===== src/rtl/bshift_pkg.sv =====
// Shared definitions for the pipelined barrel shifter: operation encodings.
// Codes 101..111 are all treated as pass-through; BS_PASS is the canonical one.

package bshift_pkg;

    typedef enum logic [2:0] {
        BS_LSL = 3'b000,
        BS_LSR = 3'b001,
        BS_ASR = 3'b010,
        BS_ROR = 3'b011,
        BS_ROL = 3'b100
    } bs_mode_e;

    localparam logic [2:0] BS_PASS = 3'b101;

endpackage


===== src/rtl/bshift_stage.sv =====
// One pipeline stage of the barrel shifter: a single mux layer that shifts by
// 2^K when ctrl bit K is set, followed by the stage registers.
// With BSHIFT_FLAGS_EN defined, stage 0 also derives the carry flag from the
// original operand and every stage carries it forward next to the data.

module bshift_stage
    import bshift_pkg::*;
#(
    parameter int WIDTH = 32,
    parameter int K     = 0
) (
    input  logic                       clk,
    input  logic                       rst_n,
    input  logic                       en,
    input  logic                       src_valid,
    input  logic [WIDTH-1:0]           src_data,
    input  logic [2:0]                 src_mode,
    input  logic [$clog2(WIDTH)-1:0]   src_ctrl,
`ifdef BSHIFT_FLAGS_EN
    input  logic                       src_carry,
    output logic                       carry,
`endif
    output logic                       valid,
    output logic [WIDTH-1:0]           data,
    output logic [2:0]                 mode,
    output logic [$clog2(WIDTH)-1:0]   ctrl
);

    localparam int SHW = $clog2(WIDTH);
    localparam int S   = 1 << K;

    logic [WIDTH-1:0] shifted;
    logic [WIDTH-1:0] next_data;

    // Shift the incoming word by this stage's fixed amount according to mode
    always_comb begin
        shifted = src_data;
        case (src_mode)
            BS_LSL:  shifted = src_data << S;
            BS_LSR:  shifted = src_data >> S;
            BS_ASR:  shifted = $signed(src_data) >>> S;
            BS_ROR:  shifted = (src_data >> S) | (src_data << (WIDTH - S));
            BS_ROL:  shifted = (src_data << S) | (src_data >> (WIDTH - S));
            default: shifted = src_data;
        endcase
    end

    assign next_data = src_ctrl[K] ? shifted : src_data;

`ifdef BSHIFT_FLAGS_EN
    logic carry_start;
    logic carry_next;

    if (K == 0) begin : g_carry
        logic [SHW-1:0] left_idx;
        logic [SHW-1:0] right_idx;

        // Index of the last bit to leave the word: WIDTH-ctrl going left, ctrl-1 going right
        assign left_idx  = '0 - src_ctrl;
        assign right_idx = src_ctrl - SHW'(1);

        // Pick the final bit shifted or rotated out; nothing leaves on a zero shift or pass-through
        always_comb begin
            carry_start = 1'b0;
            if (src_ctrl != '0) begin
                case (src_mode)
                    BS_LSL, BS_ROL:         carry_start = src_data[left_idx];
                    BS_LSR, BS_ASR, BS_ROR: carry_start = src_data[right_idx];
                    default:                carry_start = 1'b0;
                endcase
            end
        end
    end else begin : g_no_carry
        assign carry_start = 1'b0;
    end

    assign carry_next = src_carry | carry_start;

    // Carry register advances only with a real word so it stays aligned with data
    always_ff @(posedge clk or negedge rst_n) begin
        if (!rst_n) begin
            carry <= 1'b0;
        end else if (en && src_valid) begin
            carry <= carry_next;
        end
    end
`endif

    // Valid bit moves every unstalled cycle; payload registers load only with a real word
    always_ff @(posedge clk or negedge rst_n) begin
        if (!rst_n) begin
            valid <= 1'b0;
            data  <= '0;
            mode  <= '0;
            ctrl  <= '0;
        end else if (en) begin
            valid <= src_valid;
            if (src_valid) begin
                data <= next_data;
                mode <= src_mode;
                ctrl <= src_ctrl;
            end
        end
    end

endmodule


===== src/rtl/pipelined_barrel_shifter.sv =====
// Pipelined barrel shifter: SHW = log2(WIDTH) registered stages, stage k
// applies a shift of 2^k. The whole pipe stalls together when the result is
// waiting and the consumer is not ready.
// Optional flag outputs (carry, zero) are built when BSHIFT_FLAGS_EN is defined.

module pipelined_barrel_shifter
    import bshift_pkg::*;
#(
    parameter  int WIDTH = 32,
    localparam int SHW   = $clog2(WIDTH)
) (
    input  logic             clk,
    input  logic             rst_n,
    input  logic             in_valid,
    output logic             in_ready,
    input  logic [WIDTH-1:0] in,
    input  logic [SHW-1:0]   ctrl,
    input  logic [2:0]       mode,
    output logic             out_valid,
    input  logic             out_ready,
    output logic [WIDTH-1:0] out
`ifdef BSHIFT_FLAGS_EN
    ,
    output logic             carry,
    output logic             zero
`endif
);

    logic             stall;
    logic             valid_s [0:SHW];
    logic [WIDTH-1:0] data_s  [0:SHW];
    logic [2:0]       mode_s  [0:SHW];
    logic [SHW-1:0]   ctrl_s  [0:SHW];
`ifdef BSHIFT_FLAGS_EN
    logic             carry_s [0:SHW];
`endif

    assign stall     = out_valid & ~out_ready;
    assign in_ready  = ~stall;

    assign valid_s[0] = in_valid;
    assign data_s[0]  = in;
    assign mode_s[0]  = mode;
    assign ctrl_s[0]  = ctrl;
`ifdef BSHIFT_FLAGS_EN
    assign carry_s[0] = 1'b0;
`endif

    for (genvar k = 0; k < SHW; k++) begin : g_stage
        bshift_stage #(
            .WIDTH (WIDTH),
            .K     (k)
        ) u_stage (
            .clk       (clk),
            .rst_n     (rst_n),
            .en        (~stall),
            .src_valid (valid_s[k]),
            .src_data  (data_s[k]),
            .src_mode  (mode_s[k]),
            .src_ctrl  (ctrl_s[k]),
`ifdef BSHIFT_FLAGS_EN
            .src_carry (carry_s[k]),
            .carry     (carry_s[k+1]),
`endif
            .valid     (valid_s[k+1]),
            .data      (data_s[k+1]),
            .mode      (mode_s[k+1]),
            .ctrl      (ctrl_s[k+1])
        );
    end

    assign out_valid = valid_s[SHW];
    assign out       = data_s[SHW];

`ifdef BSHIFT_FLAGS_EN
    assign carry = carry_s[SHW];
    assign zero  = (data_s[SHW] == '0);
`endif

endmodule


===== config.mk =====
export PLATFORM = sky130hd
export DESIGN_NAME = pipelined_barrel_shifter
export DESIGN_NICKNAME = d
export VERILOG_FILES = /design/src/rtl/bshift_pkg.sv /design/src/rtl/bshift_stage.sv /design/src/rtl/pipelined_barrel_shifter.sv
export SDC_FILE = /design/constraint.sdc
export NUM_CORES = 1
export LEC_CHECK = 0
export ABC_AREA = 0
export CORE_MARGIN = 8
export CORE_UTILIZATION = 55
export DETAILED_ROUTE_END_ITERATION = 7
export PLACE_DENSITY = 0.85
export SYNTH_ARGS = -nofsm -noshare
export SYNTH_HDL_FRONTEND = slang
export SYNTH_HIERARCHICAL = 1
export SYNTH_SLANG_ARGS = --single-unit

===== constraint.sdc =====
create_clock -name clk -period 1.65 [get_ports clk]
set_input_delay 0.33 -clock clk [delete_from_list [all_inputs] [get_ports clk]]
set_output_delay 0.33 -clock clk [all_outputs]
set_load 0.005 [all_outputs]

**After elaboration in Yosys (flattened, before gate mapping)**

Cells that the tools add are included.
Widths: inputs -> output; s select.

- Bits in registers: 197
- Bits of input ports: 44
- Output and inout bits: 34
- Logic and storage cells: 71

- Equal/unequal tests: 20
- Mux-type cells: 10
- Bitwise gates (word level): 12
- Reduce and logical (&&, ||, !) cells: 11

Operators by type and width:

| kind | number |
|---|---|
| $pmux 32 s5 | 4 |
| $mux 32 | 5 |
| $pmux 32 s4 | 1 |
| $or 16x32->32 | 1 |
| $or 24x32->32 | 1 |
| $or 28x32->32 | 1 |
| $or 30x32->32 | 1 |
| $or 31x32->32 | 1 |
| $or 32x1->32 | 1 |
| $or 32x2->32 | 1 |
| $or 32x4->32 | 1 |
| $or 32x8->32 | 1 |
| $eq 3x2->1 const B | 10 |
| $eq 3x1->1 const B | 5 |
| $eq 3x3->1 const B | 5 |
| $logic_not 3->1 | 5 |
| $reduce_and 2->1 | 5 |
| $not 1->1 | 2 |
| $reduce_or 2->1 | 1 |
| $and 1x1->1 | 1 |

**Longest topological paths before layout**

- Depth after elaboration: 4
- Depth in mapped cells: 7
- Depth with buffers taken out: 4

**Cells and area by module**

The synthesis kept the hierarchy.

Modules (own cells, without submodules):

| module | instances | cells an instance | area an instance (µm²) | seq. area each (µm²) |
|---|---|---|---|---|
| bshift_stage at g_stage[2].u_stage | 1 | 261 | 2458.6 | 1026.0 |
| bshift_stage at g_stage[0].u_stage | 1 | 259 | 2454.9 | 1026.0 |
| bshift_stage at g_stage[1].u_stage | 1 | 264 | 2422.3 | 1026.0 |
| bshift_stage at g_stage[3].u_stage | 1 | 260 | 2371.0 | 1026.0 |
| bshift_stage at g_stage[4].u_stage | 1 | 211 | 2290.9 | 1026.0 |
| pipelined_barrel_shifter | 1 | 1 | 6.3 | 0.0 |

**Worst setup path after synthesis**

Ideal clock, no wire load.

- Path kind: input -> register
- From: input port out_ready
- To: register g_stage[4].u_stage.data[10]
- Library setup time: 126 ps
- Arrival: 1743 ps
- Required time: 1524 ps
- Slack: -219 ps
- Stages: 7
- Path buffers: 3
- Cell sequence: nand2b_1 and3_1 buf_2 and3_1 buf_2 buf_6 a221o_1

- Longest elaborated chain between the ends: 4

RTL lines:

| item | line | source |
|---|---|---|
| start: declaration | pipelined_barrel_shifter.sv:20 | `input logic out_ready,` |
| $not 1->1 | pipelined_barrel_shifter.sv:38 | `assign stall = out_valid & ~out_ready;` |
| $and 1x1->1 | pipelined_barrel_shifter.sv:38 |  |
| $not 1->1 (no source line) | n/a |  |
| $reduce_and 2->1 (no source line) | n/a |  |
| end signal: assignment | bshift_stage.sv:99 | `data <= next_data;` |
| end: declaration | bshift_stage.sv:24 | `output logic [WIDTH-1:0] data,` |

No other way between the ends.
A chain may end at the register's enable or synchronous reset.

**Worst setup path after layout**

- From: register g_stage[4].u_stage.valid
- To: register g_stage[3].u_stage.data[11]

- Longest elaborated chain between the ends: 3

RTL lines:

| item | line | source |
|---|---|---|
| start: declaration | bshift_stage.sv:23 | `output logic valid,` |
| start signal: assignment | bshift_stage.sv:97 | `valid <= src_valid;` |
| $and 1x1->1 | pipelined_barrel_shifter.sv:38 |  |
| $not 1->1 (no source line) | n/a |  |
| $reduce_and 2->1 (no source line) | n/a |  |
| end signal: assignment | bshift_stage.sv:99 |  |
| end: declaration | bshift_stage.sv:24 |  |

No other way between the ends.

==> results.md <==
- Cells after Synth: 1,194
- Worst EP required: between 1500 and 2000 ps
- Status: complete, no violations
- WHS: between 300 and 400 ps
- Critical Path Max Stage Delay: 410 ps
- Row count: 52
- CP Cell Sequence: nand2b_4, buf_8, nand2_1, buf_4, buf_12, nor4_1, a211oi_1
- Routed len/inst: 21.1 µm
- Antenna cells: 0
- Syn_area_per_cell: 9.52 µm²
- Sink Count: 187
- Detailed Route WL: 32,400 µm
- I/O Buffers: 77
- Psw: 10,700 µW
- Clock power share: 16.3%
- Ports: 78
- Layout cell share with drive strength beyond 1: 21.5%
- Max IR drop VDD: roughly 0.00093 V
- Area occupied by multi-input gates: 6000 µm²
- Worst r2r src: g_stage[4].u_stage/valid
- Die Wd: between 150 and 200 µm
- GPL Wtd Cong: around 0.9
- Remaining routing DRC violations: 0
- Initial cell density of the core: between 50% and 60%
- Layout Skew: 12.5 ps
- Cts bufs inserted: 17
- Part of the power in registers: ~34%
- Reg area: 4680 µm²
- Max Freq: a little over 600 MHz
- Max-cap violation count: 0
- Worst flop-to-flop path endpoint: g_stage[3].u_stage/data[11]
- Crit Path Max Fanout: 16
- Worst-path clk slew: 80 ps
- Detailed-route via count: about 10,000
- DRT iter0 DRCs: roughly 1,000
- Vias in the first global route: just over 10,000
- Switching share of total power: 42.8%
- Worst R2R Path Depth: 7
- Nets@finish: 1,296
- Critical Path End: g_stage[3].u_stage/data[11]
- Critical Path Start Type: flip-flop
- Setup slack after layout: 11.5 ps
- Post-Route Setup TNS: 0 ps
- Initial antenna violation count: 0
- Post-Layout Cell Count: about 1,500
- Setup crit start: g_stage[4].u_stage/valid
- Placed wire-length estimate: 22,400 µm
- H-tree depth: 4
- Pre-CTS setup slack: -618 ps
- Pins Over Slew Limit: 0
- R2R Setup Slk: 10 ps
- Syn Std Cell Area: roughly 11,000 µm²
- DIE AREA: 25,500 µm²
- Largest net degree at the start of global routing: 41
- Hold Violations, Final: 0
- Slowest CP cell: dfrtp_1
- Pre-antenna DRT Iters: 5
- GR Overflow Total: 0
- WP data arrival: 1930 ps
- Pleak: around 0.0053 µW
- Slew margin rel.: between 50% and 60%
- Antenna-violating nets left: 0
- Via density: 6.79
- GRT Util Overall: 24.6%
- Comb power frac: 49.4%
- Clock Tree Buf Depth: 2
- Final setup viols: 0
- Filler Cell Count: 1,474
- Post-synth net total: 1,238
- Core area: slightly above 20,000 µm²
- P per Cell Area: 1820 nW/µm²
- Clock root cell: clkbuf_16
- Placed Cells: 1,495
- CTS tree: done
- Crit end category: flip-flop
- Layout overhead on the synthesized area: 20.8%
- Unrepaired setup endpoints after global routing: true
- Pint: 14,300 µW
- Die H: 160 µm
- First-pass GRT wire length: 53,100 µm
- Number of synthesis warnings: 6
- Min Tclk post-route: between 1500 and 2000 ps
- Final Cycle Share: 99.3%
- Hold Crit Class: input pin to async pin
- Slew @ Worst Pin: between 700 and 800 ps
- Setup CP Type: flip-flop to flip-flop
- Clk Latency, worst-skew pair: 440 ps
==> area by class of cell <==
cell class / instances / share of cell area [%]
flip-flops and latches: 187 / 34.1
clock inverters: 12 / 0.938
well taps: 270 / 2.46
repair buffers: 184 / 14.6
clock buffers: 20 / 3.25
multi-input cells: 825 / 43.7
inverters: 37 / 1.01
==> critical path: cells and delay by family, from the launching register on <==
family / cells / cell delay [ps]
simple gates: 3 / 540
flops: 1 / 410
buf+inv: 3 / 440
compound gates: 1 / 90
==> worst min path at each step <==
stage | endpoint | slack, ps | cells past startpoint
5_1_grt | g_stage[0].u_stage/data[7] | 390 | 2
3_3_place_gp | g_stage[0].u_stage/data[7] | 270 | 1
2_1_floorplan | g_stage[0].u_stage/ctrl[1] | 30 | 0
6_report | g_stage[0].u_stage/data[7] | 370 | 2
4_1_cts | g_stage[0].u_stage/data[7] | 380 | 2
3_5_place_dp | g_stage[0].u_stage/data[7] | 280 | 1
==> layer usage <==
layer  vias up  GRT usage, %  wire (µm)
met3        99          4.73       2170
met5         -             0          0
met4         0          12.4       1130
li1       4668             -          -
met2       540          41.2      16300
met1      5114          29.9      12900
==> power groups by stage <==
stage | clock network (µW) | registers, µW | logic (µW)
after detailed placement | 0 | 8550 | 11700
after global routing | 4330 | 8790 | 13400
after floorplan | 0 | 7620 | 8310
after global placement | 0 | 8460 | 11400
after CTS | 4080 | 8480 | 11800
final | 4070 | 8580 | 12300
==> sequential cells by signal (all words and copies together) (netlist names) <==
name                   count
g_stage.u_stage/mode      12
g_stage.u_stage/data     160
g_stage.u_stage/valid      5
g_stage.u_stage/ctrl      10
==> repair_timing <==
action                     in CTS  in global routing
pin swaps                       1                  1
cloned                          0                  2
hold endpoints to repair       32                  0
setup buffers                   1                  4
setup endpoints to repair      36                160
resized for setup              11                 57
hold buffers                    1                  0
==> placed cells by master (no fill, tap or decap), types with 3 or more instances in the layout <==
master           instances
o221a_1                 14
nor3b_4                  3
clkdlybuf4s50_1         46
o21ai_1                  6
a211oi_2                28
and4b_1                  3
or3_1                  100
and2_1                  31
o221ai_2                13
a221o_1                 16
dlymetal6s2s_1          25
buf_12                  25
inv_1                   37
o221ai_1                 3
a211oi_1                94
nor4_1                  55
clkbuf_16               19
nand2b_1                 4
buf_6                    4
dfrtp_1                186
mux2_2                  16
o41ai_1                  4
a221oi_2                32
nor2_1                 136
nand2_1                 72
a21o_1                  11
o21ai_0                 15
a221oi_1                11
nor4_2                  17
and3_1                   3
buf_4                   75
o31ai_1                 98
a21oi_1                  8
inv_6                    5
dlygate4sd2_1            4
o41ai_2                  4
==> stage by stage <==
stage	power [µW]	utilization [%]	instance area [µm²]
after floorplan	15900	-	11400
after global placement	19900	63.3	12800
after detailed placement	20200	63.3	12800
after CTS	24400	66.4	13400
after global routing	26500	67.9	13700
final	25000	67.9	13700
(Power assumes the default switching activity.)
